$ cat src/rtl/icache_controller.sv
// Direct-mapped instruction cache controller.
// Serves 32-bit words from 128-bit lines. A hit returns the word in the same cycle.
// On a miss, fetch stalls while one block is read from instruction memory and
// written into the line. Saturating hit and miss counters measure performance.
module icache_controller #(
  parameter int unsigned LINES   = 8,
  parameter int unsigned INDEX_W = 3,
  parameter int unsigned CNT_W   = 16
) (
  input  logic             CLOCK,
  input  logic             RESET,
  input  logic [31:0]      PC_ADDRESS,
  input  logic             PC_VALID,
  output logic [31:0]      INSTRUCTION,
  output logic             CPU_BUSYWAIT,
  output logic             MEM_READ,
  output logic [27:0]      MEM_BLOCK_ADDRESS,
  input  logic [127:0]     MEM_READDATA,
  input  logic             MEM_BUSYWAIT,
  output logic [CNT_W-1:0] HIT_COUNT,
  output logic [CNT_W-1:0] MISS_COUNT
);

  localparam int unsigned TAG_W = 28 - INDEX_W;

  localparam logic [1:0] StIdle    = 2'd0;
  localparam logic [1:0] StMemRead = 2'd1;
  localparam logic [1:0] StUpdate  = 2'd2;

  localparam logic [CNT_W-1:0] CntOne = CNT_W'(1);
  localparam logic [CNT_W-1:0] CntMax = '1;

  logic [1:0]         state_q, state_d;
  logic [LINES-1:0]   valid_q;
  logic [TAG_W-1:0]   tag_q  [LINES];
  logic [127:0]       data_q [LINES];
  logic [27:0]        miss_addr_q;
  logic [CNT_W-1:0]   hit_cnt_q, miss_cnt_q;

  logic [INDEX_W-1:0] pc_index;
  logic [TAG_W-1:0]   pc_tag;
  logic [1:0]         pc_word;
  logic [INDEX_W-1:0] fill_index;
  logic [127:0]       line_data;
  logic [31:0]        line_word;
  logic               in_idle;
  logic               hit;
  logic               miss;
  logic               fill;
  logic               unused_pc;

  // Byte offset within the word is irrelevant for instruction fetch.
  assign unused_pc = ^PC_ADDRESS[1:0];

  assign pc_word    = PC_ADDRESS[3:2];
  assign pc_index   = PC_ADDRESS[4 +: INDEX_W];
  assign pc_tag     = PC_ADDRESS[31 -: TAG_W];
  assign fill_index = miss_addr_q[INDEX_W-1:0];

  // Lookup is only meaningful in idle. The valid bit gates the tag compare, so
  // unreset tag/data contents never reach the outputs.
  assign in_idle = (state_q == StIdle);
  assign hit     = in_idle & PC_VALID & valid_q[pc_index] & (tag_q[pc_index] == pc_tag);
  assign miss    = in_idle & PC_VALID & ~hit;
  assign fill    = (state_q == StMemRead) & ~MEM_BUSYWAIT;

  // Select the addressed word of the indexed line; zero unless it is a hit.
  always_comb begin
    line_data = data_q[pc_index];
    line_word = 32'h0;
    unique case (pc_word)
      2'd0:    line_word = line_data[31:0];
      2'd1:    line_word = line_data[63:32];
      2'd2:    line_word = line_data[95:64];
      default: line_word = line_data[127:96];
    endcase
    INSTRUCTION = hit ? line_word : 32'h0;
  end

  // Next-state logic and handshake outputs.
  always_comb begin
    state_d      = state_q;
    CPU_BUSYWAIT = 1'b0;
    MEM_READ     = 1'b0;
    case (state_q)
      StIdle: begin
        CPU_BUSYWAIT = miss;
        if (miss) state_d = StMemRead;
      end
      StMemRead: begin
        MEM_READ     = 1'b1;
        CPU_BUSYWAIT = 1'b1;
        if (!MEM_BUSYWAIT) state_d = StUpdate;
      end
      StUpdate: begin
        CPU_BUSYWAIT = 1'b1;
        state_d      = StIdle;
      end
      default: state_d = StIdle;
    endcase
  end

  assign MEM_BLOCK_ADDRESS = miss_addr_q;
  assign HIT_COUNT         = hit_cnt_q;
  assign MISS_COUNT        = miss_cnt_q;

  // Control state, valid bits, miss address and counters, all cleared by reset.
  always_ff @(posedge CLOCK or negedge RESET) begin
    if (!RESET) begin
      state_q     <= StIdle;
      valid_q     <= '0;
      miss_addr_q <= '0;
      hit_cnt_q   <= '0;
      miss_cnt_q  <= '0;
    end else begin
      state_q <= state_d;
      if (miss) begin
        miss_addr_q <= PC_ADDRESS[31:4];
        if (miss_cnt_q != CntMax) miss_cnt_q <= miss_cnt_q + CntOne;
      end
      if (hit && (hit_cnt_q != CntMax)) hit_cnt_q <= hit_cnt_q + CntOne;
      if (fill) valid_q[fill_index] <= 1'b1;
    end
  end

  // Tag and data storage; filled from the latched miss address, never reset.
  always_ff @(posedge CLOCK) begin
    if (fill) begin
      tag_q[fill_index]  <= miss_addr_q[27 -: TAG_W];
      data_q[fill_index] <= MEM_READDATA;
    end
  end

endmodule
$ cat config.mk
export PLATFORM = sky130hd
export DESIGN_NAME = icache_controller
export DESIGN_NICKNAME = d
export VERILOG_FILES = /design/src/rtl/icache_controller.sv
export SDC_FILE = /design/constraint.sdc
export NUM_CORES = 1
export LEC_CHECK = 0
export BUFFER_PORTS_ARGS = -buffer_cell sky130_fd_sc_hd__clkbuf_2
export CORE_UTILIZATION = 55
export CTS_CLUSTER_DIAMETER = 30
export DETAILED_ROUTE_END_ITERATION = 7
export PLACE_DENSITY = 0.84
export SYNTH_ARGS = -nofsm -noshare
export SYNTH_HDL_FRONTEND = slang
export SYNTH_SLANG_ARGS = --single-unit
$ cat constraint.sdc
create_clock -name CLOCK -period 12 [get_ports CLOCK]
set_clock_uncertainty 0.1 [all_clocks]
set_input_delay 1.2 -clock CLOCK [delete_from_list [all_inputs] [get_ports CLOCK]]
set_output_delay 1.2 -clock CLOCK [all_outputs]
set_load 0.01 [all_outputs]
# [After elaboration in Yosys (flattened, before gate mapping)]
# Memories as Yosys holds them, arrays and structs flattened.
# Index checks and enable logic that the tools add are counted.
[classes] div=0 shift=0 mul=0 bitwise=8 order_cmp=3 n_reduce_logical=7 n_mux=13 n_addsub=2 n_eq_ne=9
[ops] op="$pmux 32 s3" n=1
[ops] op="$add 16x1->16 const B" n=2
[ops] op="$mux 32" n=1
[ops] op="$ne 16x16->1 const B" n=2
[ops] op="$eq 25x25->1" n=1
[ops] op="$lt 3x4->1 const B" n=2
[ops] op="$or 8x8->8" n=1
[ops] op="$and 1x1->1" n=5
[ops] op="$mux 1" n=5
[ops] op="$eq 2x1->1 const B" n=2
[ops] op="$eq 2x2->1 const B" n=2
[ops] op="$logic_not 2->1" n=2
[ops] op="$mux 2" n=2
[ops] op="$pmux 2 s2" n=1
[ops] op="$reduce_and 2->1" n=2
[ops] op="$bmux 1 s3" n=1
[ops] op="$demux 1 s3" n=1
[ops] op="$ge 3x1->1 const B" n=1
[ops] op="$logic_and 1x1->1" n=2
[ops] op="$ne 2x1->1 const B" n=1
[ops] op="$ne 2x2->1 const B" n=1
[ops] op="$not 1->1" n=2
[ops] op="$pmux 1 s2" n=1
[ops] op="$reduce_or 2->1" n=1
[word_totals] wordCells=49 latch_bits=0 mem_count=2 out_inout_bits=94 rom_bits=0 ram_bits=1224 inputBits=164 register_bits=70
[mem_list] name="data_q" depth=8 width=128 read_ports=1 rd_clocked_by_memory_dff=0 wr=1 line="36" source="logic [127:0] data_q [LINES];"
[mem_list] name="tag_q" depth=8 width=25 read_ports=1 rd_clocked_by_memory_dff=0 wr=1 line="35" source="logic [TAG_W-1:0] tag_q [LINES];"

# [Longest topological paths before layout]
# Gate-level depths: netlist of run 1.
[depth] ltp_word=8 ltp_mapped=12

# [Least setup slack after synthesis of run 1]
# Ideal clock, no wire load.
[synth_path] path_kind="input to register" from="input port MEM_BUSYWAIT" to="register valid_q[0]" slack_ns=-1.220 t_required_ns=11.769 cell_stages=3 arrival_ns=12.989 setup_time_ns=0.131 n_path_buf=0 path_cell_list="or3b_2 -> nor3_1 -> or2_2"
[synth_via] elab_chain_len=2
[synth_lines] element="from (decl)" line="19" source="input logic MEM_BUSYWAIT,"
[synth_lines] element="$not 1->1" line="65" source="assign fill = (state_q == StMemRead) & ~MEM_BUSYWAIT;"
[synth_lines] element="$and 1x1->1" line="65"
[synth_lines] element="to (signal assigned)" line="111" source="valid_q <= '0;"
[synth_lines] element="to (signal, indexed assignment)" line="122" source="if (fill) valid_q[fill_index] <= 1'b1;"
[synth_lines] element="to (decl)" line="34" source="logic [LINES-1:0] valid_q;"
# Every way passes these cells.
# A chain may end at the register's enable or synchronous reset.

# [Worst setup path in the final report of run 1]
[layout_path] from="input port PC_ADDRESS[4]" to="output port INSTRUCTION[2]"
[layout_via] elab_chain_len=5 word_cells_on_any_way=9 cone_classes="eq/ne (1); mux (4); bitwise (2); memory (2)"
[layout_lines] element="from (decl)" line="12" source="input logic [31:0] PC_ADDRESS,"
[layout_lines] element="branches (longest 4 deep; another with $mem_v2 8x25)"
[layout_lines] element="$mux 32 (*)" line="77" source="INSTRUCTION = hit ? line_word : 32'h0;"
[layout_lines] element="to (decl)" line="14" source="output logic [31:0] INSTRUCTION,"
# Every way passes the cells marked *. The select of a mux whose other input is x is not followed.

==> results of run 1 <==
[registers in the layout, summed over array words and instances, names as in the netlist]
register,count
data_q,1024
tag_q,200
state_q,2
MISS_COUNT,16
valid_q,8
MEM_BLOCK_ADDRESS,28
HIT_COUNT,16
[critical path, stage by stage]
cell,delay (ns)
buf_8,0.56
buf_4,0.81
buf_4,0.80
buf_4,0.76
mux4_2,0.60
mux4_2,0.50
mux2i_1,0.48
nor2_1,0.11
clkbuf_2,0.16
[synthesized netlist by cell type, drive strengths merged, types with 2 or more instances]
cell | n | area, um2
edfxtp | 1224 | 36800
mux4 | 362 | 8150
mux2i | 71 | 711
dfrtp | 70 | 1750
buf | 59 | 287
nor2 | 51 | 191
clkbuf | 41 | 154
mux2 | 35 | 394
nand2 | 26 | 97.6
xor2 | 22 | 193
xnor2 | 21 | 184
nand3 | 14 | 82.6
nor3 | 8 | 40.0
nor4 | 8 | 71.3
or2 | 8 | 50.1
a21oi | 7 | 35.0
and3 | 7 | 43.8
inv | 7 | 26.3
a22oi | 6 | 45.0
a31oi | 6 | 37.5
ha | 5 | 62.6
nand2b | 5 | 31.3
nand4 | 5 | 31.3
nor2b | 5 | 31.3
a22o | 3 | 26.3
and2 | 3 | 18.8
and4 | 3 | 26.3
nand3b | 3 | 22.5
nand4b | 3 | 26.3
nor4b | 2 | 32.5
o21ai | 2 | 10.0
or3 | 2 | 12.5
[final timing paths]
path | end | slack [ns] | cells after the start
max | INSTRUCTION[2] | 4.44 | 9
min | valid_q[3] | 0.36 | 1
max reg2reg | data_q[4][77] | 7.83 | 6
min reg2reg | valid_q[3] | 0.36 | 1
max in group asynchronous | valid_q[6] | 10.66 | 1
min in group asynchronous | MEM_BLOCK_ADDRESS[14] | 0.48 | 1
[area by class of cell]
class / instances / area (um2)
clock buffer: 211 / 5070
clock inverter: 168 / 2140
multi-input combinational: 703 / 10800
tap: 1165 / 1460
timing repair buffer: 288 / 1610
sequential: 1294 / 38500
antenna: 17 / 42.5
inverter: 7 / 26.3
fill: 5183 / 29200
[stage by stage]
| step | utilization (%) | setup slack (ns) | area, um2 | total power, mW | cells |
|---|---|---|---|---|---|
| after detailed placement | 59.0 | 4.39 | 52400 | 6.67 | 3457 |
| after CTS | 67.1 | 4.31 | 59600 | 12.8 | 3836 |
| final | 67.1 | 4.44 | 59700 | 12.7 | 3853 |
| after global placement | 59.0 | 4.54 | 52400 | 6.60 | 3457 |
| after global routing | 67.1 | 4.05 | 59700 | 13.0 | 3848 |
| after floorplan | - | 3.03 | 49700 | 6.27 | 2104 |
[placed cells by master (no fill, tap or decap), drive strengths merged, types with 14 or more instances in the layout]
cell type / n
buf: 38
clkbuf: 461
nor2: 51
dfrtp: 70
inv: 51
edfxtp: 1224
clkinvlp: 15
nand3: 14
xnor2: 21
xor2: 22
bufinv: 31
diode: 17
mux2i: 71
mux4: 362
clkinv: 78
nand2: 26
mux2: 35
[metal layers]
layer / wire length, um / up-vias / track usage (%)
met1: 45000 / 13000 / 34.3
met4: 4240 / 24 / 11.3
li1: - / 9848 / -
met5: 169 / - / 0
met3: 9540 / 245 / 6.02
met2: 61700 / 1409 / 43.5
[power groups by stage]
stage / Sequential (mW) / Clock [mW] / Combinational [mW]
2_1_floorplan: 5.72 / 0 / 0.555
3_3_place_gp: 5.66 / 0 / 0.943
3_5_place_dp: 5.70 / 0 / 0.971
4_1_cts: 5.63 / 6.15 / 0.993
5_1_grt: 5.66 / 6.34 / 1.04
6_report: 5.64 / 6.11 / 0.987
[logic make-up after synthesis]
family / count (synthesis) / synth area share (%)
xor gates and xnor gates: 43 / 0.757
muxes: 468 / 18.6
adders and majority gates: 5 / 0.126
buffers and inverters: 107 / 0.939
AOI/OAI and AO/OA: 32 / 0.445
and+or+nand+nor: 155 / 1.66
DFF: 1294 / 77.4
==> reports/metrics.cfg, run 1 <==
[run_status]
outcome = finished clean

[routing]
drtIter0Drc = 3129
wl_um = 121000
ant_nets = 0
drcViolationCount = 0
avgViaCountPerCell = 6.36
post_drt_wl_per_cell_um = 31.3
drt_pass1_iterations = 5
vias = 24500

[power]
p_sw_share_pct = 24.4
powerDensity_nw_per_um2 = 213
p_leak_nw = 20.1
p_seq_share_pct = 44.3
power_frac_comb_pct = 7.7
p_int_mw = 9.63
peakVddDrop_uv = 139
p_clk_share_pct = 48.0
switching_power_mw = 3.11

[timing]
fin_crit_sh_pct = 63.0
max_slew_margin_pct = 20.0
fin_crit_ns = 7.56
setup_tns_ns = 0
rsz0062_at_grt = false
timing.final.hold_violations = 0
worst_pin_slew_ns = 1.20
hold_slack_ns = 0.364
drv_slew = 0
fmax_ghz = 0.132
setup_viol = 0

[synth]
syn_inst = 2104
synth_cell_type_count = 49
ys_ff_latch = 1294
synthFlopType = edfxtp_1
yosys_warnings = 0
syn_nets = 2273
async_reset_ff_share_pct = 5.41
seq_area_frac_synth_pct = 77.4
syn-cell-area_um2 = 49700
synth_edf_count = 1224
syn_avg_cell_area_um2 = 23.6

[clock_network]
clockBufferDepth = 3
insertion_delay_ns = 0.79
cts_root_buf = clkbuf_16
cts_setup_buffers = 0
ctsHtreeMaxLevel = 4
cts_hold_buffers = 0
cts_buffers = 200
cts_resized = 0
clk_pin_slew_ns = 0.05
cts_sinks = 1294
cts_tree = done

[hold_path]
hold_class = reg2reg
hp-start = valid_q[3]

[global_routing]
grt_first_pass_wirelength_um = 173000
grt_pass1_vias = 25600
grt_overflow = 0
grt.total_usage_pct = 26.4
grt_max_degree = 129
antenna_found_initial = 26

[placed_design]
place_hpwl_um = 59500
io_buffers = 255
gp_congestion = 0.824

[flow_run]
drv_cap = 0

[final_layout]
synthToLayoutAreaGrowth_pct = 20.0
nNetsFinal = 2663
drive_gt1_share_pct = 39.6

[floorplanning]
die_w_um = 303
rows = 109
die_y_um = 303
initial_core_util_pct = 55.9
io_pins = 258
coreArea_um2 = 88900
dieArea_um2 = 91600

[setup_path]
crit-reg2reg-launch = state_q[1]
arrival_ns = 6.26
critPathLaunchType = primary input
critPathMaxFanout = 81
path_class = in2out
cp-startpoint = PC_ADDRESS[4]
crit_path_end_kind = output port
cp.required_ns = 10.70

(Power assumes the default switching activity.)
==> inputs of run 2 (changes only) <==
--- a/config.mk
+++ b/config.mk
@@ -9,7 +9,7 @@
 export CORE_UTILIZATION = 55
 export CTS_CLUSTER_DIAMETER = 30
 export DETAILED_ROUTE_END_ITERATION = 7
-export PLACE_DENSITY = 0.84
+export PLACE_DENSITY = 0.81
 export SYNTH_ARGS = -nofsm -noshare
 export SYNTH_HDL_FRONTEND = slang
 export SYNTH_SLANG_ARGS = --single-unit
==> constraint.sdc (replaced) <==
create_clock -name CLOCK -period 7.24 [get_ports CLOCK]
set_clock_uncertainty 0.1 [all_clocks]
set_input_delay 0.724 -clock CLOCK [delete_from_list [all_inputs] [get_ports CLOCK]]
set_output_delay 0.724 -clock CLOCK [all_outputs]
set_load 0.01 [all_outputs]
==> reports/metrics.cfg, run 2 (synthesized netlist as in run 1, its figures left out) <==
[setup_path]
critPathTopFamily = buffers and inverters  ; unchanged
critPathLaunchType = primary input  ; unchanged
crit_path_end_kind = output port  ; unchanged
path_class = in2out  ; unchanged
crit_chain = buf_8, buf_4, buf_4, mux4_2, mux4_2, mux2i_1, nor2_1, clkbuf_2  ; was buf_8, buf_4, buf_4, buf_4, mux4_2, mux4_2, mux2i_1, nor2_1, clkbuf_2
cp.required_ns = 6.42  ; was 10.70 ns
path_buf_inv = 4  ; was 5
arrival_ns = 4.79  ; was 6.26 ns
critPathMaxFanout = 72  ; was 81
critPathMaxStageDelay_ns = 0.85  ; was 0.81 ns
slowest_stage = buf_4  ; unchanged

[final_layout]
layout.cells.most_common = edfxtp_1  ; unchanged
final_cell_mix = edfxtp_1, mux4_2, clkbuf_2  ; unchanged
drive_gt1_share_pct = 39.2  ; was 39.6%
synthToLayoutAreaGrowth_pct = 19.8  ; was 20.0%
fin_util_pct = 67.0  ; was 67.1%
design_area_um2 = 59600  ; was 59700 um2
nNetsFinal = 2663  ; unchanged
largest_register = data_q  ; unchanged
finalNonFillerCells = 3849  ; was 3853
largest_reg_flops = 1024  ; unchanged

[routing]
drt_pass1_iterations = 8  ; was 5
drtIter0Drc = 2794  ; was 3129
vias = 24100  ; was 24500
wl_um = 114000  ; was 121000 um
post_drt_wl_per_cell_um = 29.7  ; was 31.3 um
drcViolationCount = 0  ; unchanged
avgViaCountPerCell = 6.25  ; was 6.36
ant_nets = 0  ; unchanged

[timing]
drv_slew = 0  ; unchanged
worst_pin_slew_ns = 1.20  ; about the same
fmax_ghz = 0.178
timing.final.hold_violations = 0  ; unchanged
setup_viol = 0  ; unchanged
max_slew_margin_pct = 19.8  ; was 20.0%
fin_crit_sh_pct = 77.6
fin_crit_ns = 5.62
rsz0062_at_grt = false  ; unchanged
worst_slack_ns = 1.62  ; was 4.44 ns

[power]
finalPower_mw = 20.8  ; was 12.7 mW
peakVddDrop_uv = 212  ; was 139 uV
powerDensity_nw_per_um2 = 350  ; was 213 nW/um2
p_leak_nw = 20.0  ; was 20.1 nW

[clock_network]
clk_pin_slew_ns = 0.05  ; about the same
cts_hold_buffers = 0  ; unchanged
cts_setup_buffers = 0  ; unchanged
cts_buffers = 203  ; was 200
cts_tree = done  ; unchanged
ctsHtreeMaxLevel = 4  ; unchanged
cts_sinks = 1294  ; unchanged
clockBufferDepth = 3  ; unchanged
cts_root_buf = clkbuf_16  ; unchanged
insertion_delay_ns = 0.77  ; was 0.79 ns
cts_resized = 0  ; unchanged

[floorplanning]
die_y_um = 303  ; unchanged
die_w_um = 303  ; unchanged
io_pins = 258  ; unchanged
rows = 109  ; unchanged
dieArea_um2 = 91600  ; unchanged
coreArea_um2 = 88900  ; unchanged
initial_core_util_pct = 55.9  ; unchanged

[placed_design]
placed_area_um2 = 52500  ; was 52400 um2
dpl.cell_count = 3454  ; was 3457
gp_congestion = 0.789  ; was 0.824
io_buffers = 255  ; unchanged
place_ws_ns = 1.78  ; was 4.39 ns
place_hpwl_um = 56800  ; was 59500 um

[hold_path]
hold_class = in2async  ; was reg2reg

[global_routing]
grt_first_pass_wirelength_um = 168000  ; was 173000 um
antenna_found_initial = 27  ; was 26
grt.total_usage_pct = 25.5  ; was 26.4%
grt_max_degree = 126  ; was 129
grt_overflow = 0  ; unchanged
grt_pass1_vias = 25700  ; was 25600

[flow_run]
drv_cap = 0  ; unchanged

[run_status]
outcome = finished clean  ; unchanged

-- run 2: cell types whose count changed in the layout (fill, tap and decap cells not counted), sizes merged --
cell | previous run | this run
inv | 51 | 45
diode | 17 | 13
clkinv | 78 | 62
bufinv | 31 | 27
clkbuf | 461 | 477
clkinvlp | 15 | 28
buf | 38 | 35
-- run 2: cell type report --
cell class	count	area (um2)
clock buffer	227	5230
inverter	7	26.3
timing repair buffer	285	1650
tap	1165	1460
clock inverter	155	1830
fill	5230	29400
multi-input combinational	703	10800
antenna	13	32.5
sequential	1294	38500
-- run 2: where the power goes --
part | leakage, nW | internal [mW] | switching, mW
clock | 3.37 | 6.25 | 3.61
combinational | 4.73 | 0.653 | 0.970
sequential | 11.9 | 8.98 | 0.351
total | 20.0 | 15.9 | 4.93
-- run 2: worst register-to-register path: stages (launching register included) --
cell and delay (ns):
edfxtp_1 0.41, mux4_2 0.51, mux2i_1 0.22, xnor2_1 0.13, nor4_1 0.49, and4_1 0.43, nand3_4 0.73, a31oi_1 0.59
mux2_2 0.39
-- run 2: stage by stage --
| step | hold slack [ns] | TNS, ns |
|---|---|---|
| floorplan | 0.328 | -449.83 |
| global placement | 0.346 | 0 |
| detailed placement | 0.355 | 0 |
| CTS | 0.0188 | 0 |
| global route | 0.0796 | 0 |
| finish | 0.0212 | 0 |
-- run 2: layer usage --
metal	track usage (%)	part of all wire, %	vias up
met5	0	0.15	-
met3	6.45	8.4	261
met2	41.5	51	1268
met4	10.2	3.0	28
met1	33.2	38	12700
li1	-	-	9829
-- run 2: final timing paths --
kind / start / endpoint / slack (ns) / cells past startpoint
setup / recovery: PC_ADDRESS[5] / INSTRUCTION[17] / 1.62 / 8
hold / removal: RESET / MEM_BLOCK_ADDRESS[10] / 0.02 / 1
setup reg to reg: tag_q[7][1] / HIT_COUNT[1] / 3.10 / 8
max in group asynchronous: RESET / HIT_COUNT[14] / 6.37 / 1
hold reg to reg: valid_q[0] / valid_q[0] / 0.37 / 1
min in group CLOCK: PC_ADDRESS[26] / MEM_BLOCK_ADDRESS[22] / 0.12 / 2
